**config.mk**
```make
export PLATFORM = sky130hd
export DESIGN_NAME = pending_bits_flusher_flat
export DESIGN_NICKNAME = d
export VERILOG_FILES = /design/src/rtl/pending_bits_flusher_if.sv /design/src/rtl/pending_bits_flusher.sv /design/src/flat_wrapper.sv
export SDC_FILE = /design/constraint.sdc
export NUM_CORES = 1
export LEC_CHECK = 0
export BUFFER_PORTS_ARGS = -buffer_cell sky130_fd_sc_hd__buf_4
export CAP_MARGIN = 20
export CORE_MARGIN = 4
export CORE_UTILIZATION = 45
export CTS_CLUSTER_SIZE = 8
export DETAILED_ROUTE_END_ITERATION = 12
export PLACE_DENSITY = 0.63
export REMOVE_ABC_BUFFERS = 1
export SYNTH_ARGS = -nofsm -noshare
export SYNTH_HDL_FRONTEND = slang
export SYNTH_SLANG_ARGS = --single-unit
```
**constraint.sdc**
```tcl
create_clock -name clk -period 2.8 [get_ports clk]
set_clock_uncertainty 0.15 [all_clocks]
set_input_delay 0.42 -clock clk [delete_from_list [all_inputs] [get_ports clk]]
set_output_delay 0.42 -clock clk [all_outputs]
set_load 0.05 [all_outputs]
```
**src/rtl/pending_bits_flusher_if.sv**
```systemverilog
// pending_bits_flusher_if
//   Bundles the word-input, pending-increment, beat-output and status
//   signals of pending_bits_flusher.
//   master: the side that offers words/increments and consumes beats.
//   slave : the flusher itself.
//   Signals:
//     bits_in/bits_count_in/bits_valid_in/bits_ready_out : word input handshake
//     pending_in/pending_valid_in                        : pending increment strobe
//     bits_out/bits_count_out/bits_valid_out/bits_ready_in : beat output handshake
//     pending_overflow, busy                             : status
interface pending_bits_flusher_if #(
  parameter int W   = 16,
  parameter int CW  = $clog2(W + 1),
  parameter int PIW = 4
);
  logic [W-1:0]   bits_in;
  logic [CW-1:0]  bits_count_in;
  logic           bits_valid_in;
  logic           bits_ready_out;
  logic [PIW-1:0] pending_in;
  logic           pending_valid_in;
  logic [W-1:0]   bits_out;
  logic [CW-1:0]  bits_count_out;
  logic           bits_valid_out;
  logic           bits_ready_in;
  logic           pending_overflow;
  logic           busy;

  modport master (
    output bits_in, bits_count_in, bits_valid_in, pending_in, pending_valid_in,
    output bits_ready_in,
    input  bits_ready_out, bits_out, bits_count_out, bits_valid_out,
    input  pending_overflow, busy
  );

  modport slave (
    input  bits_in, bits_count_in, bits_valid_in, pending_in, pending_valid_in,
    input  bits_ready_in,
    output bits_ready_out, bits_out, bits_count_out, bits_valid_out,
    output pending_overflow, busy
  );
endinterface

```
**src/rtl/pending_bits_flusher.sv**
```systemverilog
// pending_bits_flusher
//   Accumulates pending (underflow) bit counts from the arithmetic encoder and
//   expands each accepted code word into the stream
//     b, Ps copies of ~b, remaining C-1 code bits
//   emitted as MSB-aligned beats under a valid/ready handshake.
//   Ports:
//     clk  : clock, everything on posedge
//     rst  : synchronous active-high reset
//     bus  : pending_bits_flusher_if.slave (word in, pending strobe,
//            beat out, pending_overflow, busy)
module pending_bits_flusher #(
  parameter int W   = 16,
  parameter int CW  = $clog2(W + 1),
  parameter int PW  = 16,
  parameter int PIW = 4
) (
  input  logic                    clk,
  input  logic                    rst,
  pending_bits_flusher_if.slave   bus
);

  // The HEAD beat is loaded on the accept edge itself, so the state register
  // only records which kind of beat must be loaded next.
  typedef enum logic [1:0] {
    ST_IDLE,
    ST_RUN,
    ST_TAIL
  } state_t;

  localparam int unsigned W_U  = 32'(W);
  localparam int unsigned W_M1 = 32'(W - 1);
  localparam logic [W-1:0] MSB_ONLY = {1'b1, {(W-1){1'b0}}};

  // Top n bits set; n >= W gives all ones.
  function automatic logic [W-1:0] top_mask(input int unsigned n);
    top_mask = ~({W{1'b1}} >> n);
  endfunction

  state_t          state_q, state_d;
  logic [PW-1:0]   p_q, p_d;
  logic [PW-1:0]   rem_q, rem_d;
  logic            ovf_q, ovf_d;
  logic            inv_q, inv_d;
  logic [W-1:0]    tail_q, tail_d;
  logic [CW-1:0]   tail_cnt_q, tail_cnt_d;
  logic [W-1:0]    out_q, out_d;
  logic [CW-1:0]   out_cnt_q, out_cnt_d;
  logic            out_valid_q, out_valid_d;

  logic            load_ok;
  logic            ready;
  logic            word_live;
  logic            b;
  logic [PW:0]     p_sum;
  int unsigned     cnt_u;
  int unsigned     ps_u;
  int unsigned     head_k;
  int unsigned     rem_u;
  int unsigned     run_k;
  logic [PW-1:0]   rem_after_head;
  logic [PW-1:0]   rem_after_run;
  logic [W-1:0]    head_data;
  logic [W-1:0]    run_data;

  // Handshake: ready depends only on state and bits_ready_in, never on
  // bits_valid_in.
  always_comb begin
    load_ok   = !out_valid_q || bus.bits_ready_in;
    ready     = (state_q == ST_IDLE) && load_ok;
    word_live = bus.bits_valid_in && ready && (bus.bits_count_in != '0);
    b         = bus.bits_in[W-1];
  end

  // Beat arithmetic shared by the FSM.
  always_comb begin
    cnt_u  = 32'(bus.bits_count_in);
    ps_u   = 32'(p_q);
    head_k = (ps_u < W_M1) ? ps_u : W_M1;
    rem_after_head = PW'(ps_u - head_k);
    // b = 1: MSB set, copies are zero; b = 0: MSB clear, copies are ones.
    head_data = b ? MSB_ONLY : (top_mask(head_k + 32'd1) & ~MSB_ONLY);

    rem_u    = 32'(rem_q);
    run_k    = (rem_u < W_U) ? rem_u : W_U;
    run_data = inv_q ? top_mask(run_k) : '0;
    rem_after_run = rem_q - PW'(run_k);
  end

  // Pending accumulator. An increment arriving with an accepted word belongs
  // to the next word, so it replaces rather than adds to the snapshot value.
  always_comb begin
    p_d   = p_q;
    ovf_d = ovf_q;
    p_sum = {1'b0, p_q} + (PW+1)'(bus.pending_in);
    if (word_live) begin
      p_d = bus.pending_valid_in ? PW'(bus.pending_in) : '0;
    end else if (bus.pending_valid_in) begin
      if (p_sum[PW]) begin
        p_d   = '1;
        ovf_d = 1'b1;
      end else begin
        p_d = p_sum[PW-1:0];
      end
    end
  end

  // Next-state and beat register logic.
  always_comb begin
    state_d     = state_q;
    rem_d       = rem_q;
    inv_d       = inv_q;
    tail_d      = tail_q;
    tail_cnt_d  = tail_cnt_q;
    out_d       = out_q;
    out_cnt_d   = out_cnt_q;
    out_valid_d = out_valid_q;

    if (load_ok) begin
      // Held beat is consumed (or absent); invalid unless a new one loads.
      out_valid_d = 1'b0;
      unique case (state_q)
        ST_IDLE: begin
          if (word_live) begin
            out_valid_d = 1'b1;
            inv_d       = ~b;
            tail_d      = (bus.bits_in << 1) & top_mask(cnt_u - 32'd1);
            tail_cnt_d  = bus.bits_count_in - CW'(1);
            if (p_q == '0) begin
              // No pending bits: the word goes out as a single beat.
              out_d     = bus.bits_in & top_mask(cnt_u);
              out_cnt_d = bus.bits_count_in;
              state_d   = ST_IDLE;
            end else begin
              out_d     = head_data;
              out_cnt_d = CW'(head_k + 32'd1);
              rem_d     = rem_after_head;
              if (rem_after_head != '0) begin
                state_d = ST_RUN;
              end else if (bus.bits_count_in > CW'(1)) begin
                state_d = ST_TAIL;
              end else begin
                state_d = ST_IDLE;
              end
            end
          end
        end
        ST_RUN: begin
          out_valid_d = 1'b1;
          out_d       = run_data;
          out_cnt_d   = CW'(run_k);
          rem_d       = rem_after_run;
          if (rem_after_run != '0) begin
            state_d = ST_RUN;
          end else if (tail_cnt_q != '0) begin
            state_d = ST_TAIL;
          end else begin
            state_d = ST_IDLE;
          end
        end
        ST_TAIL: begin
          out_valid_d = 1'b1;
          out_d       = tail_q;
          out_cnt_d   = tail_cnt_q;
          state_d     = ST_IDLE;
        end
        default: begin
          state_d = ST_IDLE;
        end
      endcase
    end
  end

  always_ff @(posedge clk) begin
    if (rst) begin
      state_q     <= ST_IDLE;
      p_q         <= '0;
      rem_q       <= '0;
      ovf_q       <= 1'b0;
      inv_q       <= 1'b0;
      tail_q      <= '0;
      tail_cnt_q  <= '0;
      out_q       <= '0;
      out_cnt_q   <= '0;
      out_valid_q <= 1'b0;
    end else begin
      state_q     <= state_d;
      p_q         <= p_d;
      rem_q       <= rem_d;
      ovf_q       <= ovf_d;
      inv_q       <= inv_d;
      tail_q      <= tail_d;
      tail_cnt_q  <= tail_cnt_d;
      out_q       <= out_d;
      out_cnt_q   <= out_cnt_d;
      out_valid_q <= out_valid_d;
    end
  end

  assign bus.bits_ready_out   = ready;
  assign bus.bits_out         = out_q;
  assign bus.bits_count_out   = out_cnt_q;
  assign bus.bits_valid_out   = out_valid_q;
  assign bus.pending_overflow = ovf_q;
  assign bus.busy             = (state_q != ST_IDLE) || out_valid_q;

endmodule

```
**src/flat_wrapper.sv**
```systemverilog
// flat-port wrapper written by rule: the top's interface ports become plain ports
module pending_bits_flusher_flat 
#(
  parameter int W   = 16,
  parameter int CW  = $clog2(W + 1),
  parameter int PW  = 16,
  parameter int PIW = 4
)
  (clk, rst, bus_bits_in, bus_bits_count_in, bus_bits_valid_in, bus_pending_in, bus_pending_valid_in, bus_bits_ready_in, bus_bits_ready_out, bus_bits_out, bus_bits_count_out, bus_bits_valid_out, bus_pending_overflow, bus_busy);
  pending_bits_flusher_if #(.W(W), .CW(CW), .PIW(PIW)) bus_i ();
  input  logic clk;
  input  logic rst;
  input wire logic [$bits(bus_i.bits_in)-1:0] bus_bits_in;
  input wire logic [$bits(bus_i.bits_count_in)-1:0] bus_bits_count_in;
  input wire logic [$bits(bus_i.bits_valid_in)-1:0] bus_bits_valid_in;
  input wire logic [$bits(bus_i.pending_in)-1:0] bus_pending_in;
  input wire logic [$bits(bus_i.pending_valid_in)-1:0] bus_pending_valid_in;
  input wire logic [$bits(bus_i.bits_ready_in)-1:0] bus_bits_ready_in;
  output wire logic [$bits(bus_i.bits_ready_out)-1:0] bus_bits_ready_out;
  output wire logic [$bits(bus_i.bits_out)-1:0] bus_bits_out;
  output wire logic [$bits(bus_i.bits_count_out)-1:0] bus_bits_count_out;
  output wire logic [$bits(bus_i.bits_valid_out)-1:0] bus_bits_valid_out;
  output wire logic [$bits(bus_i.pending_overflow)-1:0] bus_pending_overflow;
  output wire logic [$bits(bus_i.busy)-1:0] bus_busy;
  assign bus_i.bits_in = bus_bits_in;
  assign bus_i.bits_count_in = bus_bits_count_in;
  assign bus_i.bits_valid_in = bus_bits_valid_in;
  assign bus_i.pending_in = bus_pending_in;
  assign bus_i.pending_valid_in = bus_pending_valid_in;
  assign bus_i.bits_ready_in = bus_bits_ready_in;
  assign bus_bits_ready_out = bus_i.bits_ready_out;
  assign bus_bits_out = bus_i.bits_out;
  assign bus_bits_count_out = bus_i.bits_count_out;
  assign bus_bits_valid_out = bus_i.bits_valid_out;
  assign bus_pending_overflow = bus_i.pending_overflow;
  assign bus_busy = bus_i.busy;
  pending_bits_flusher #(.W(W), .CW(CW), .PW(PW), .PIW(PIW)) u_core (.clk(clk), .rst(rst), .bus(bus_i));
endmodule
```
==> summary.md <==
| Metric | Value |
|---|---|
| Total Die Area | `14540 sq um` |
| Post-Synthesis Cells | `761` |
| Met1 Use GR | `0.3968` |
| Vias in the first global route | `6149` |
| Die width | `roughly 120 um` |
| WL/cell | `19.27 um` |
| WS Path Type | `flop to flop` |
| CTS Sinks | `78` |
| Reg area | `roughly 1600 sq um` |
| FMAX | `364.1 MHz` |
| GPL Wtd Cong | `1.009` |
| CP max FO | `3` |
| Layout Utilization | `0.6038` |
| Delay-heaviest family, CP | `simple AND/OR/NAND/NOR gates` |
| First-pass DRT Iterations | `5` |
| Multi-input logic area | `a little under 4000 sq um` |
| WP data required | `2.91 ns` |
| Number of max-cap violations | `0` |
| FF-to-FF Start | `u_core.rem_q[7]` |
| Setup Viol. Count Final | `0` |
| Grt total ovfl | `0` |
| Hold Path Origin | `bus_bits_in[15]` |
| Number of synthesized flops with an enable pin | `0` |
| Fin. Hold Viols | `0` |
| DR vias | `6433` |
| Synth warn | `0` |
| Fillcell total | `1140` |
| Largest net degree at the start of global routing | `39` |
| WL final | `20140 um` |
| Drt via density | `6.156` |
| Post-DP HPWL | `15380 um` |
| Worst path cell trace | `nor4_4, nand4_1, nand2_1, ha_2, or4_4, nor4_4, o211a_1, xor2_1, nor3_2, buf_4, a31oi_4, a221oi_2` |
| CTS Buf Count | `9` |
| Leak | `2.991 nW` |
| Placed instance count | `1021` |
| Yosys cell types | `81` |
| Final worst path period need | `about 2.7 ns` |
| Pwr dens | `1167 nW/um^2` |
| Syn_area_per_cell | `7.497 sq um` |
| Gr usage total | `0.2805` |
| Core Area | `~12000 sq um` |
| Buf/Inv on CP | `1` |
| Final slew viol count | `0` |
| Initial DRC Count | `627` |
| Power, Total | `8.606 mW` |
| VDD IR-drop max | `473.3 uV` |
| Root buffer cell | `clkbuf_16` |
| M2 GR Usage | `0.4321` |
| Sequential share of the synthesized area | `0.2737` |
| Initial Util | `0.4672` |
| Final Non-Filler Cells | `1045` |
| WP data arrival | `2.85 ns` |
| Seq cells post-synth | `approximately 80` |
| H-tree Lvls | `3` |
| Fraction of layout cells with a size suffix above 1 | `0.2828` |
| RSZ-0062 raised after global routing | `yes` |
| Crit. Startpoint | `u_core.rem_q[7]` |
| Diodes inserted | `0` |
| Die H | `120.6 um` |
| Outcome | `finished clean` |
| Commonest non-fill, non-tap cell in the layout | `buf_4` |
| Post-synth ARST share | `0` |
| Busiest grt layer | `met2` |
| Drt drc | `0` |
| Routed Antenna Nets | `0` |
| First-pass GRT wire length | `32430 um` |
| Ys flop type | `dfxtp_1` |
| Period utilisation layout | `0.9808` |
| CTS tree | `built` |
| Layout area overhead | `29.23%` |
| Grt met3 use | `0.05472` |
| Setup crit end kind | `flop` |
| CP dominant cell by count | `nor4_4` |
| Clock latency on the worst-skew pair | `approximately 0.35 ns` |
| CTS max path bufs | `2` |
| Reg clk slew, reported paths | `0.07 ns` |
| Most frequent cells in the layout | `buf_4, nand2_1, a21oi_1, nor2_1, dfxtp_1` |
| Initial antenna violation count | `0` |
| Ports | `55` |
| Worst setup SP type | `flop` |
| Max-slew headroom | `0.5651` |
| Min-delay worst type | `input pin to flop` |
| Max stage delay on crit path | `0.54 ns` |
| # nets final | `919` |
| Number of port buffers | `54` |
| Worst Tran Pin Value | `0.6441 ns` |
| Rows | `40` |
| Crit-path slowest cell | `or4_4` |
| Synthesized area | `5705 sq um` |
-- area by class of cell --
type	count	area share
multi-input combinational	594	0.5340
inverter	22	0.01120
clock inverter	7	0.008654
tap	168	0.02851
clock buffer	9	0.03054
sequential	78	0.2138
timing repair buffer	167	0.1733
-- cell families (layout without fill, tap and decap cells) --
logic type      Yosys count  count (layout)  synth area share
flops                    78              78            0.2737
simple gates            303             303            0.2851
mux                       4               4          0.007018
fa+ha+maj                17              17           0.03860
other cells               1               1         0.0006573
xor+xnor                 14              14           0.02149
compound gates          255             255            0.3026
buf+inv                  89             205           0.07083
-- power by group --
| group | total [mW] | switching, mW | internal [mW] | leakage (nW) |
|---|---|---|---|---|
| clock | 1.16 | 0.540 | 0.621 | 0.136 |
| combinational | 5.83 | 3.60 | 2.23 | 2.21 |
| sequential | 1.62 | 0.197 | 1.42 | 0.643 |
| total | 8.61 | 4.33 | 4.27 | 2.99 |
-- metal layers --
layer,part of all wire,wire [um],up-vias
li1,-,-,3047
met1,0.45,9039,3064
met2,0.45,9045,296
met3,0.087,1746,26
met4,0.015,308,0
met5,0,0,-
-- cell usage after synthesis (3+ instances only) --
cell type   n  area share
clkbuf_1   40       0.026
o31ai_1     4      0.0053
a311oi_1    7       0.011
a22oi_1     3      0.0039
nand2_1    80       0.053
inv_1      21       0.014
nor3_1     27       0.024
buf_6       5      0.0099
o211ai_1   15       0.020
xnor2_1     7       0.011
a21o_1      7      0.0092
nor3_2      4      0.0070
a31oi_1    14       0.015
nand4_1    11       0.012
a21oi_1    71       0.062
buf_2      20       0.018
nor3_4      4       0.011
a32oi_1     9       0.014
o221ai_1    3      0.0046
o21ai_0    45       0.039
nor4_2      4      0.0088
o31a_1      4      0.0061
nor4_1      7      0.0077
o21a_1      3      0.0039
and3_1      9      0.0099
nand3_1    31       0.027
nor2_1     70       0.046
ha_1       16       0.035
o311ai_0    5      0.0077
a211oi_1   24       0.032
and4_1      3      0.0046
nand2b_1    9      0.0099
a211o_1     3      0.0046
mux2i_1     4      0.0070
and2_1      9      0.0099
dfxtp_1    78        0.27
a41oi_1     3      0.0046
or4_1       4      0.0053
xor2_1      7       0.011
or3_1       8      0.0088
o311ai_1    3      0.0046
a2111oi_0   3      0.0046
nor2b_1     7      0.0077
-- through the flow --
stage	instance area (sq um)	hold slack [ns]	TNS, ns	worst slack [ns]
2_1_floorplan	5384	0.2737	-1.998	-0.2954
3_3_place_gp	6800	0.2924	-0.08088	-0.06400
3_5_place_dp	6800	0.3007	-0.1839	-0.06252
4_1_cts	7153	0.1157	0	0.0002651
5_1_grt	7373	0.1330	-0.2044	-0.1378
6_report	7373	0.1265	0	0.05366
-- final timing paths --
path         slack (ns)                            to  cells past startpoint
max                0.05             u_core.state_q[1]                     12
min                0.13                  u_core.inv_q                      2
max reg2reg        0.05             u_core.state_q[1]                     12
min reg2reg        0.31  u_core.bus.bits_count_out[1]                      2
-- state kept, by name, summed over array words and instances (netlist names) --
name                         cells
u_core.bus.bits_valid_out        1
u_core.tail_cnt_q                5
u_core.tail_q                   15
u_core.state_q                   2
u_core.bus.bits_out             16
u_core.p_q                      16
u_core.bus.bits_count_out        5
u_core.inv_q                     1
u_core.rem_q                    16
u_core.bus.pending_overflow      1
-- worst register-to-register path: stages (launching register included) --
cell and delay, ns:
dfxtp_2 0.35, nor4_4 0.05, nand4_1 0.10, nand2_1 0.08
ha_2 0.19, or4_4 0.54, nor4_4 0.24, o211a_1 0.20
xor2_1 0.08, nor3_2 0.20, buf_4 0.16, a31oi_4 0.08
a221oi_2 0.25
-- what timing repair did --
action | CTS | global route
hold buffers | 0 | 0
setup buffers | 2 | 7
pin swaps | 4 | 27
resized for setup | 10 | 46
setup endpoints to repair | 8 | 27
Note: power is estimated with default switching activity, not from simulation.
